`config.mk`:
```
export PLATFORM = sky130hd
export DESIGN_NAME = mem_access_arbiter_flat
export DESIGN_NICKNAME = d
export VERILOG_FILES = /design/src/rtl/mem_access_arbiter_if.sv /design/src/rtl/mem_access_arbiter.sv /design/src/flat_wrapper.sv
export SDC_FILE = /design/constraint.sdc
export NUM_CORES = 1
export LEC_CHECK = 0
export BUFFER_PORTS_ARGS = -buffer_cell sky130_fd_sc_hd__clkbuf_2
export CAP_MARGIN = 20
export CORE_UTILIZATION = 55
export DETAILED_ROUTE_END_ITERATION = 10
export PLACE_DENSITY = 0.82
export SLEW_MARGIN = 20
export SYNTH_ARGS = -nofsm -noshare
export SYNTH_HDL_FRONTEND = slang
export SYNTH_SLANG_ARGS = --single-unit
```
`constraint.sdc`:
```
create_clock -name clk -period 7.07 [get_ports clk]
set_input_delay 0.707 -clock clk [delete_from_list [all_inputs] [get_ports clk]]
set_output_delay 0.707 -clock clk [all_outputs]
set_load 0.02 [all_outputs]
```
`src/rtl/mem_access_arbiter_if.sv`:
```
// mem_access_arbiter_if: requester handshakes and tag-memory macro controls for the arbiter
interface mem_access_arbiter_if;
  logic        wr_req;
  logic [2:0]  wr_bank;
  logic [5:0]  wr_addr;
  logic [15:0] wr_data;
  logic        wr_ack;
  logic        rd_req;
  logic [2:0]  rd_bank;
  logic [5:0]  rd_addr;
  logic        rd_ack;
  logic [15:0] rd_data;
  logic        acc_err;
  logic        busy;
  logic [15:0] mem_read_in;
  logic [15:0] mem_data_out;
  logic [2:0]  mem_sel;
  logic [5:0]  mem_address;
  logic        PC_B;
  logic        WE;
  logic        SE;
  modport slave (
    input  wr_req, wr_bank, wr_addr, wr_data, rd_req, rd_bank, rd_addr, mem_read_in,
    output wr_ack, rd_ack, rd_data, acc_err, busy, mem_data_out, mem_sel, mem_address, PC_B, WE, SE
  );
  modport master (
    output wr_req, wr_bank, wr_addr, wr_data, rd_req, rd_bank, rd_addr, mem_read_in,
    input  wr_ack, rd_ack, rd_data, acc_err, busy, mem_data_out, mem_sel, mem_address, PC_B, WE, SE
  );
endinterface

```
`src/rtl/mem_access_arbiter.sv`:
```
// mem_access_arbiter: round-robin sequencer of one writer and one reader onto the tag memory macro
module mem_access_arbiter #(
  parameter int PRE_CYCLES = 1,
  parameter int ACC_CYCLES = 1,
  parameter int REC_CYCLES = 1,
  parameter int DEPTH      = 64
) (
  input  logic                clk,
  input  logic                reset,
  mem_access_arbiter_if.slave bus
);
  typedef enum logic [2:0] {IDLE, PRE, ACC, CAP, REC} state_t;
  localparam logic [2:0] PRE_N   = 3'(PRE_CYCLES - 1);
  localparam logic [2:0] ACC_N   = 3'(ACC_CYCLES - 1);
  localparam logic [2:0] REC_N   = 3'(REC_CYCLES - 1);
  localparam logic [6:0] DEPTH_W = 7'(DEPTH);
  state_t      state_q, state_d;
  logic [2:0]  cnt_q, cnt_d, bank_q, bank_d, sel_q, sel_d;
  logic [5:0]  addr_q, addr_d, maddr_q, maddr_d;
  logic [15:0] data_q, data_d, mdata_q, mdata_d, rdata_q, rdata_d;
  logic        ptr_q, ptr_d, op_q, op_d, err_q, err_d, gw;
  logic        pc_b_q, pc_b_d, we_q, we_d, se_q, se_d;
  logic        wr_ack_q, wr_ack_d, rd_ack_q, rd_ack_d, acc_err_q, acc_err_d, busy_q, busy_d;
  always_comb begin
    state_d = state_q;
    cnt_d   = cnt_q - 3'd1;
    ptr_d   = ptr_q;
    op_d    = op_q;
    err_d   = err_q;
    bank_d  = bank_q;
    addr_d  = addr_q;
    data_d  = data_q;
    gw      = bus.wr_req & (~bus.rd_req | ~ptr_q);
    case (state_q)
      IDLE: if (bus.wr_req | bus.rd_req) begin
        ptr_d   = gw;
        op_d    = gw;
        bank_d  = gw ? bus.wr_bank : bus.rd_bank;
        addr_d  = gw ? bus.wr_addr : bus.rd_addr;
        data_d  = bus.wr_data;
        err_d   = !$onehot(bank_d) || ({1'b0, addr_d} >= DEPTH_W);
        state_d = err_d ? CAP : PRE;
        cnt_d   = PRE_N;
      end
      PRE: if (cnt_q == 3'd0) begin
        state_d = ACC;
        cnt_d   = ACC_N;
      end
      ACC: state_d = (cnt_q == 3'd0) ? CAP : ACC;
      CAP: begin
        state_d = REC;
        cnt_d   = REC_N;
      end
      REC: state_d = (cnt_q == 3'd0) ? IDLE : REC;
      default: state_d = IDLE;
    endcase
    // outputs are registered, so they are decoded from the state being entered
    pc_b_d    = state_d != PRE;
    we_d      = (state_d == ACC) & op_d;
    se_d      = (state_d == ACC) & ~op_d;
    sel_d     = (state_d inside {PRE, ACC, CAP}) && !err_d ? bank_d : 3'b000;
    maddr_d   = (state_d == PRE) ? addr_d : maddr_q;
    mdata_d   = (state_d == PRE) && op_d ? data_d : mdata_q;
    wr_ack_d  = (state_d == CAP) & op_d;
    rd_ack_d  = (state_d == CAP) & ~op_d;
    acc_err_d = (state_d == CAP) & err_d;
    rdata_d   = (state_d == CAP) && !op_d && !err_d ? bus.mem_read_in : rdata_q;
    busy_d    = state_d != IDLE;
  end
  always_ff @(posedge clk or negedge reset) begin
    if (!reset) begin
      state_q   <= IDLE;
      cnt_q     <= '0;
      ptr_q     <= 1'b0;
      op_q      <= 1'b0;
      err_q     <= 1'b0;
      bank_q    <= '0;
      addr_q    <= '0;
      data_q    <= '0;
      pc_b_q    <= 1'b1;
      we_q      <= 1'b0;
      se_q      <= 1'b0;
      sel_q     <= '0;
      maddr_q   <= '0;
      mdata_q   <= '0;
      rdata_q   <= '0;
      wr_ack_q  <= 1'b0;
      rd_ack_q  <= 1'b0;
      acc_err_q <= 1'b0;
      busy_q    <= 1'b0;
    end else begin
      state_q   <= state_d;
      cnt_q     <= cnt_d;
      ptr_q     <= ptr_d;
      op_q      <= op_d;
      err_q     <= err_d;
      bank_q    <= bank_d;
      addr_q    <= addr_d;
      data_q    <= data_d;
      pc_b_q    <= pc_b_d;
      we_q      <= we_d;
      se_q      <= se_d;
      sel_q     <= sel_d;
      maddr_q   <= maddr_d;
      mdata_q   <= mdata_d;
      rdata_q   <= rdata_d;
      wr_ack_q  <= wr_ack_d;
      rd_ack_q  <= rd_ack_d;
      acc_err_q <= acc_err_d;
      busy_q    <= busy_d;
    end
  end
  assign bus.PC_B         = pc_b_q;
  assign bus.WE           = we_q;
  assign bus.SE           = se_q;
  assign bus.mem_sel      = sel_q;
  assign bus.mem_address  = maddr_q;
  assign bus.mem_data_out = mdata_q;
  assign bus.rd_data      = rdata_q;
  assign bus.wr_ack       = wr_ack_q;
  assign bus.rd_ack       = rd_ack_q;
  assign bus.acc_err      = acc_err_q;
  assign bus.busy         = busy_q;
endmodule

```
`src/flat_wrapper.sv`:
```
// flat-port wrapper written by rule: the top's interface ports become plain ports
module mem_access_arbiter_flat 
#(
  parameter int PRE_CYCLES = 1,
  parameter int ACC_CYCLES = 1,
  parameter int REC_CYCLES = 1,
  parameter int DEPTH      = 64
)
  (clk, reset, bus_wr_req, bus_wr_bank, bus_wr_addr, bus_wr_data, bus_rd_req, bus_rd_bank, bus_rd_addr, bus_mem_read_in, bus_wr_ack, bus_rd_ack, bus_rd_data, bus_acc_err, bus_busy, bus_mem_data_out, bus_mem_sel, bus_mem_address, bus_PC_B, bus_WE, bus_SE);
  mem_access_arbiter_if bus_i ();
  input  logic clk;
  input  logic reset;
  input wire logic [$bits(bus_i.wr_req)-1:0] bus_wr_req;
  input wire logic [$bits(bus_i.wr_bank)-1:0] bus_wr_bank;
  input wire logic [$bits(bus_i.wr_addr)-1:0] bus_wr_addr;
  input wire logic [$bits(bus_i.wr_data)-1:0] bus_wr_data;
  input wire logic [$bits(bus_i.rd_req)-1:0] bus_rd_req;
  input wire logic [$bits(bus_i.rd_bank)-1:0] bus_rd_bank;
  input wire logic [$bits(bus_i.rd_addr)-1:0] bus_rd_addr;
  input wire logic [$bits(bus_i.mem_read_in)-1:0] bus_mem_read_in;
  output wire logic [$bits(bus_i.wr_ack)-1:0] bus_wr_ack;
  output wire logic [$bits(bus_i.rd_ack)-1:0] bus_rd_ack;
  output wire logic [$bits(bus_i.rd_data)-1:0] bus_rd_data;
  output wire logic [$bits(bus_i.acc_err)-1:0] bus_acc_err;
  output wire logic [$bits(bus_i.busy)-1:0] bus_busy;
  output wire logic [$bits(bus_i.mem_data_out)-1:0] bus_mem_data_out;
  output wire logic [$bits(bus_i.mem_sel)-1:0] bus_mem_sel;
  output wire logic [$bits(bus_i.mem_address)-1:0] bus_mem_address;
  output wire logic [$bits(bus_i.PC_B)-1:0] bus_PC_B;
  output wire logic [$bits(bus_i.WE)-1:0] bus_WE;
  output wire logic [$bits(bus_i.SE)-1:0] bus_SE;
  assign bus_i.wr_req = bus_wr_req;
  assign bus_i.wr_bank = bus_wr_bank;
  assign bus_i.wr_addr = bus_wr_addr;
  assign bus_i.wr_data = bus_wr_data;
  assign bus_i.rd_req = bus_rd_req;
  assign bus_i.rd_bank = bus_rd_bank;
  assign bus_i.rd_addr = bus_rd_addr;
  assign bus_i.mem_read_in = bus_mem_read_in;
  assign bus_wr_ack = bus_i.wr_ack;
  assign bus_rd_ack = bus_i.rd_ack;
  assign bus_rd_data = bus_i.rd_data;
  assign bus_acc_err = bus_i.acc_err;
  assign bus_busy = bus_i.busy;
  assign bus_mem_data_out = bus_i.mem_data_out;
  assign bus_mem_sel = bus_i.mem_sel;
  assign bus_mem_address = bus_i.mem_address;
  assign bus_PC_B = bus_i.PC_B;
  assign bus_WE = bus_i.WE;
  assign bus_SE = bus_i.SE;
  mem_access_arbiter #(.PRE_CYCLES(PRE_CYCLES), .ACC_CYCLES(ACC_CYCLES), .REC_CYCLES(REC_CYCLES), .DEPTH(DEPTH)) u_core (.clk(clk), .reset(reset), .bus(bus_i));
endmodule
```
# --- Word-level counts from Yosys, hierarchy flattened ---
# Cells that the tools add are included.
classes:
  eq_ne: 9
  bitwise_logic: 11
  n_mux: 22
  n_addsub: 3
  reduce_logical: 12
op_table:
  columns: ["operator", "count"]
  rows:
  - ["two-way mux 16 bit", 2]
  - ["two-way mux 3 bit", 9]
  - ["two-way mux 6 bit", 3]
  - ["one-hot mux 3 bit (5 select lines)", 1]
  - ["equality test 3 x 2 -> 1 bit, second input constant", 4]
  - ["one-hot mux 3 bit (3 select lines)", 1]
  - ["bitwise AND 1 bit", 6]
  - ["equality test 3 x 1 -> 1 bit, second input constant", 2]
  - ["logical NOT 3 bit", 2]
  - ["nonzero test 3 bit", 2]
  - ["two-way mux 1 bit", 5]
  - ["logical AND 1 bit", 4]
  - ["equality test 3 bit, second input constant", 1]
  - ["logical NOT 1 bit", 3]
  - ["inequality test 3 x 1 -> 1 bit, second input constant", 1]
  - ["inverter 1 bit", 3]
  - ["subtractor 3 x 1 -> 3 bit, second input constant", 1]
  - ["adder 1 x 1 -> 2 bit", 1]
  - ["adder 2 x 1 -> 2 bit", 1]
  - ["equality test 2 x 1 -> 1 bit, second input constant", 1]
  - ["two-way mux 2 bit", 1]
  - ["OR 1 bit", 2]
  - ["AND reduction 2 bit", 1]
word_totals:
  regBits: 82
  wordCells: 76
  output_inout_bits: 48
  in_bits: 54

# --- Logic depth before layout (Yosys ltp) ---
logic_depth:
  depth_word: 14
  ltp_mapped: 9
  mapped_depth_nobuf: 7

# --- Worst setup path before layout ---
# No wires, ideal clock.
synth_path:
  kind: "input to register"
  start: "input port bus_wr_req"
  end: "register u_core.mdata_q[10] (netlist: u_core.bus.mem_data_out[10])"
  t_required_ns: 6.945
  cell_stages: 9
  t_arrival_ns: 3.298
  n_path_buf: 2
  slack_ns: 3.647
  cell_sequence: "a21bo_2 clkbuf_1 mux2i_1 fa_1 nand2b_1 or4_4 o31ai_4 buf_12 mux2_4"
synth_via:
  elab_chain_cells: 10
synth_lines:
  columns: ["item", "line_no", "rtl"]
  rows:
  - ["start, declared", "flat_wrapper.sv:13", "input wire logic [$bits(bus_i.wr_req)-1:0] bus_wr_req;"]
  - ["bitwise AND 1 bit", "mem_access_arbiter.sv:33", "gw = bus.wr_req & (~bus.rd_req | ~ptr_q);"]
  - ["two-way mux 3 bit", "mem_access_arbiter.sv:38", "bank_d = gw ? bus.wr_bank : bus.rd_bank;"]
  - ["adder 1 x 1 -> 2 bit (not written as such)", "mem_access_arbiter.sv:41", "err_d = !$onehot(bank_d) || ({1'b0, addr_d} >= DEPTH_W);"]
  - ["adder 2 x 1 -> 2 bit (not written as such)", "mem_access_arbiter.sv:41", null]
  - ["equality test 2 x 1 -> 1 bit", "mem_access_arbiter.sv:41", null]
  - ["two-way mux 2 bit", "mem_access_arbiter.sv:42", "state_d = err_d ? CAP : PRE;"]
  - ["two-way mux 3 bit", "mem_access_arbiter.sv:35", "IDLE: if (bus.wr_req | bus.rd_req) begin"]
  - ["one-hot mux 3 bit (5 select lines)", "mem_access_arbiter.sv:34", "case (state_q)"]
  - ["equality test 3 x 1 -> 1 bit", "mem_access_arbiter.sv:63", "mdata_d = (state_d == PRE) && op_d ? data_d : mdata_q;"]
  - ["logical AND 1 bit", "mem_access_arbiter.sv:63", null]
  - ["end signal, assigned", "mem_access_arbiter.sv:105", "mdata_q <= mdata_d;"]
  - ["end, declared", "mem_access_arbiter.sv:20", "logic [15:0] data_q, data_d, mdata_q, mdata_d, rdata_q, rdata_d;"]
# Parallel ways exist; a longest one is shown, timed or not.
# A chain may end at the register's enable or synchronous reset.

# --- Worst setup path in the final report ---
layout_path:
  start: "input port bus_wr_req"
  end: "register u_core.mdata_q[4] (netlist: u_core.bus.mem_data_out[4])"
# Same word-level chain as after synthesis.

==> flow_summary.yaml <==
outcome:
  outcome: "complete, no violations"
clock_network:
  h-tree-depth: 3
  cts_inserted_buffers: 9
  postCtsHoldBufs: 0
  clk_latency_ns: 0.35
  cts_resized: 0
  cts_setup_buffers: 0
  root_buffer: "clkbuf_8"
  cts.clk_slew.worst_paths_ns: 0.08
  clock_sinks: 82
  cts_tree: "built"
  clockBufferDepth: 2
die:
  core_area_um2: 5920
  fp.dieArea_um2: 6440
  dieWidth_um: 80.3
  io-pin-count: 102
  rows: 28
  die_y_um: 80.3
  initial_core_util: 0.569
global_routing:
  grt_antenna_before_repair: 0
  grt_max_degree: 83
  grt_first_pass_wirelength_um: 10000
  grt_use_total: 0.212
  grt_pass1_vias: 2194
  overflow: 0
logic_synthesis:
  yosysTopAreaCell: "dfrtp_1"
  synth.avg_cell_area_um2: 14.5
  synth_top_area_share: 0.602
  synth.cell_area_um2: 3370
  ys_ff_latch: 82
  yosys.cell_types.count: 39
  synth_area_leaders: "dfrtp_1 60%, mux2_2 15%, mux2_4 4.5%, a2bb2oi_1 1.8%, o32ai_1 1.6%"
  synth_nets: 290
  synthCells: 233
  ys_seq_area_frac: 0.610
  ys_warn_count: 0
power_and_ir_drop:
  p_per_area_nw_per_um2: 475
  ir_drop_mv: 0.247
  clkPwrFrac: 0.168
  leakage_nw: 2.02
  p_int_w: 0.00123
  switchingPower_w: 0.000712
  pwr-share-seq: 0.409
  comb_power_share: 0.423
  switching_share: 0.366
timing:
  hold-worst-slack_ns: 0.355
  fin_crit_ns: 3.26
  fmaxAchievable_mhz: 307
  slew_headroom: 0.299
  period_share: 0.461
  setup_viol: 0
  worst_slew_pin_slew_ns: 1.05
  drv_slew: 0
  final_hold_viol_count: 0
  rsz0062_at_grt: "no"
  fin_skew_ns: 0.0110
  tns_ns: 0
worst_setup_path:
  startpoint_type: "input port"
  worst_ep_required_time_ns: 7.30
  crit_chain: "clkbuf_2, a21bo_2, mux2i_1, fa_1, nand2b_1, or4_4, o31ai_4, mux2_2"
  critPathCaptureType: "register"
  cp_slowest_cell: "or4_4"
  critPathMaxFanout: 16
  path_class: "input port to register"
  cp.arrival_ns: 3.49
  path_delay_family: "multiplexers"
  crit_buf_inv: 1
  slowest_delay_ns: 0.52
placement:
  port_buffers: 101
  placed_cell_area_um2: 3910
  place_hpwl_um: 4290
  dp_cells: 399
  place_congestion: 0.813
drt:
  wl_per_cell_um: 14.7
  drc: 0
  vias: 2237
  avgViaCountPerCell: 5.42
  wirelength_um: 6070
  ant_nets: 0
  first_pass_iters: 4
  drtIter0Drc: 143
layout:
  multi_input_area_um2: 1220
  antennaDiodeCount: 0
  syn_to_final_growth_pct: 21.8
  fin_cells: 413
  seq_area_um2: 2050
  drive_above_1_share: 0.527
  design_area_um2: 4100
  nets: 392
  fillers: 404
worst_hold_path:
  worstHoldPathType: "input port to asynchronous set/reset pin"
run:
  drv_cap: 0
[worst reg2reg max path, delay by kind of cell, from the launching register on]
family          cells  cell delay, ns
simple gates        2            0.76
mux                 2            0.83
flops               1            0.40
compound gates      2            0.57
fa+ha+maj           1            0.46
[cells by family after synthesis]
group | count (synthesis) | share of synthesized area
compound gates | 36 | 0.0828
xor+xnor | 1 | 0.00260
fa+ha+maj | 3 | 0.0134
buf+inv | 18 | 0.0286
flops | 82 | 0.610
mux | 58 | 0.204
simple gates | 35 | 0.0594
[area by class of cell]
type / instances / share of cell area
Multi-Input combinational cell: 133 / 0.297
Inverter: 7 / 0.00640
Sequential cell: 82 / 0.500
Timing Repair Buffer: 102 / 0.127
Clock inverter: 4 / 0.0131
Tap cell: 75 / 0.0229
Clock buffer: 10 / 0.0335
[cells in the mapped netlist (all sizes together)]
library cell   n
a21oi          8
or3            5
nand2          1
or4            1
nand2b         2
a2bb2oi        7
o21ai          4
dfrtp         81
ha             2
mux2          54
fa             1
a211oi         5
a31oi          1
o32ai          6
nor4b          1
a21bo          1
nor3b          1
xnor2          1
a22o           1
o31ai          1
nor2b          3
o311ai         1
mux2i          4
nand4b         1
a211o          1
nand3          2
nor2          14
clkbuf         5
buf            6
nor3           4
dfstp          1
inv            7
[sequential cells by signal, indices dropped and copies added (netlist names)]
register / flops
u_core.cnt_q: 3
u_core.bank_q: 3
u_core.bus.rd_data: 16
u_core.bus.PC_B: 1
u_core.bus.wr_ack: 1
u_core.bus.rd_ack: 1
u_core.bus.WE: 1
u_core.data_q: 16
u_core.state_q: 3
u_core.bus.acc_err: 1
u_core.ptr_q: 1
u_core.bus.mem_address: 6
u_core.err_q: 1
u_core.op_q: 1
u_core.addr_q: 6
u_core.bus.mem_data_out: 16
u_core.bus.busy: 1
u_core.bus.SE: 1
u_core.bus.mem_sel: 3
[placed cells by master, fill, tap and decap left out, types with 2 or more instances in the layout]
cell	Yosys	final
inv_1	7	7
o32ai_1	6	6
nand3_1	2	2
ha_1	2	2
a211oi_1	5	5
clkbuf_8	0	10
clkbuf_2	0	100
a21oi_1	8	8
nor2_1	13	13
a2bb2oi_1	7	7
mux2_2	44	44
mux2_4	10	10
nor2b_1	3	3
nor3_1	4	4
mux2i_1	4	4
or3_1	4	4
dfrtp_1	81	81
clkinvlp_4	0	2
o21ai_0	3	3
[per-stage QoR]
stage          worst slack, ns  utilization  power [W]
6_report                  3.81        0.693    0.00195
4_1_cts                   3.83        0.692    0.00197
5_1_grt                   3.63        0.693    0.00207
2_1_floorplan             3.65            -    0.00141
3_5_place_dp              3.46        0.660    0.00164
3_3_place_gp              3.57        0.660    0.00160
[power groups by stage]
stage,Combinational [W],Clock (W),Sequential (W)
floorplan,0.000497,0,0.000910
global placement,0.000802,0,0.000797
detailed placement,0.000831,0,0.000805
CTS,0.000832,0.000335,0.000798
global route,0.000899,0.000352,0.000823
finish,0.000823,0.000327,0.000797
[worst paths after layout]
| path | startpoint | end | slack [ns] | depth (start not counted) |
|---|---|---|---|---|
| max reg2reg | u_core.ptr_q$_DFFE_PN0P_ | u_core.bus.mem_data_out[4]$_DFFE_PN0P_ | 3.94 | 7 |
| max | bus_wr_req | u_core.bus.mem_data_out[4]$_DFFE_PN0P_ | 3.81 | 8 |
| min reg2reg | u_core.cnt_q[0]$_DFF_PN0_ | u_core.cnt_q[0]$_DFF_PN0_ | 0.42 | 1 |
| max in group asynchronous | reset | u_core.bus.mem_address[1]$_DFFE_PN0N_ | 6.18 | 1 |
| min | reset | u_core.bus.mem_sel[1]$_DFF_PN0_ | 0.35 | 1 |
| min in group clk | u_core.cnt_q[0]$_DFF_PN0_ | u_core.cnt_q[0]$_DFF_PN0_ | 0.42 | 1 |
[layer usage]
metal | global-route usage | part of all wire | vias up
met3 | 0.0500 | 0.050 | 12
met1 | 0.261 | 0.43 | 1107
met4 | 0.118 | 0.021 | 0
met2 | 0.343 | 0.50 | 69
met5 | 0 | 0 | -
li1 | - | - | 1049
(Power assumes the default switching activity.)
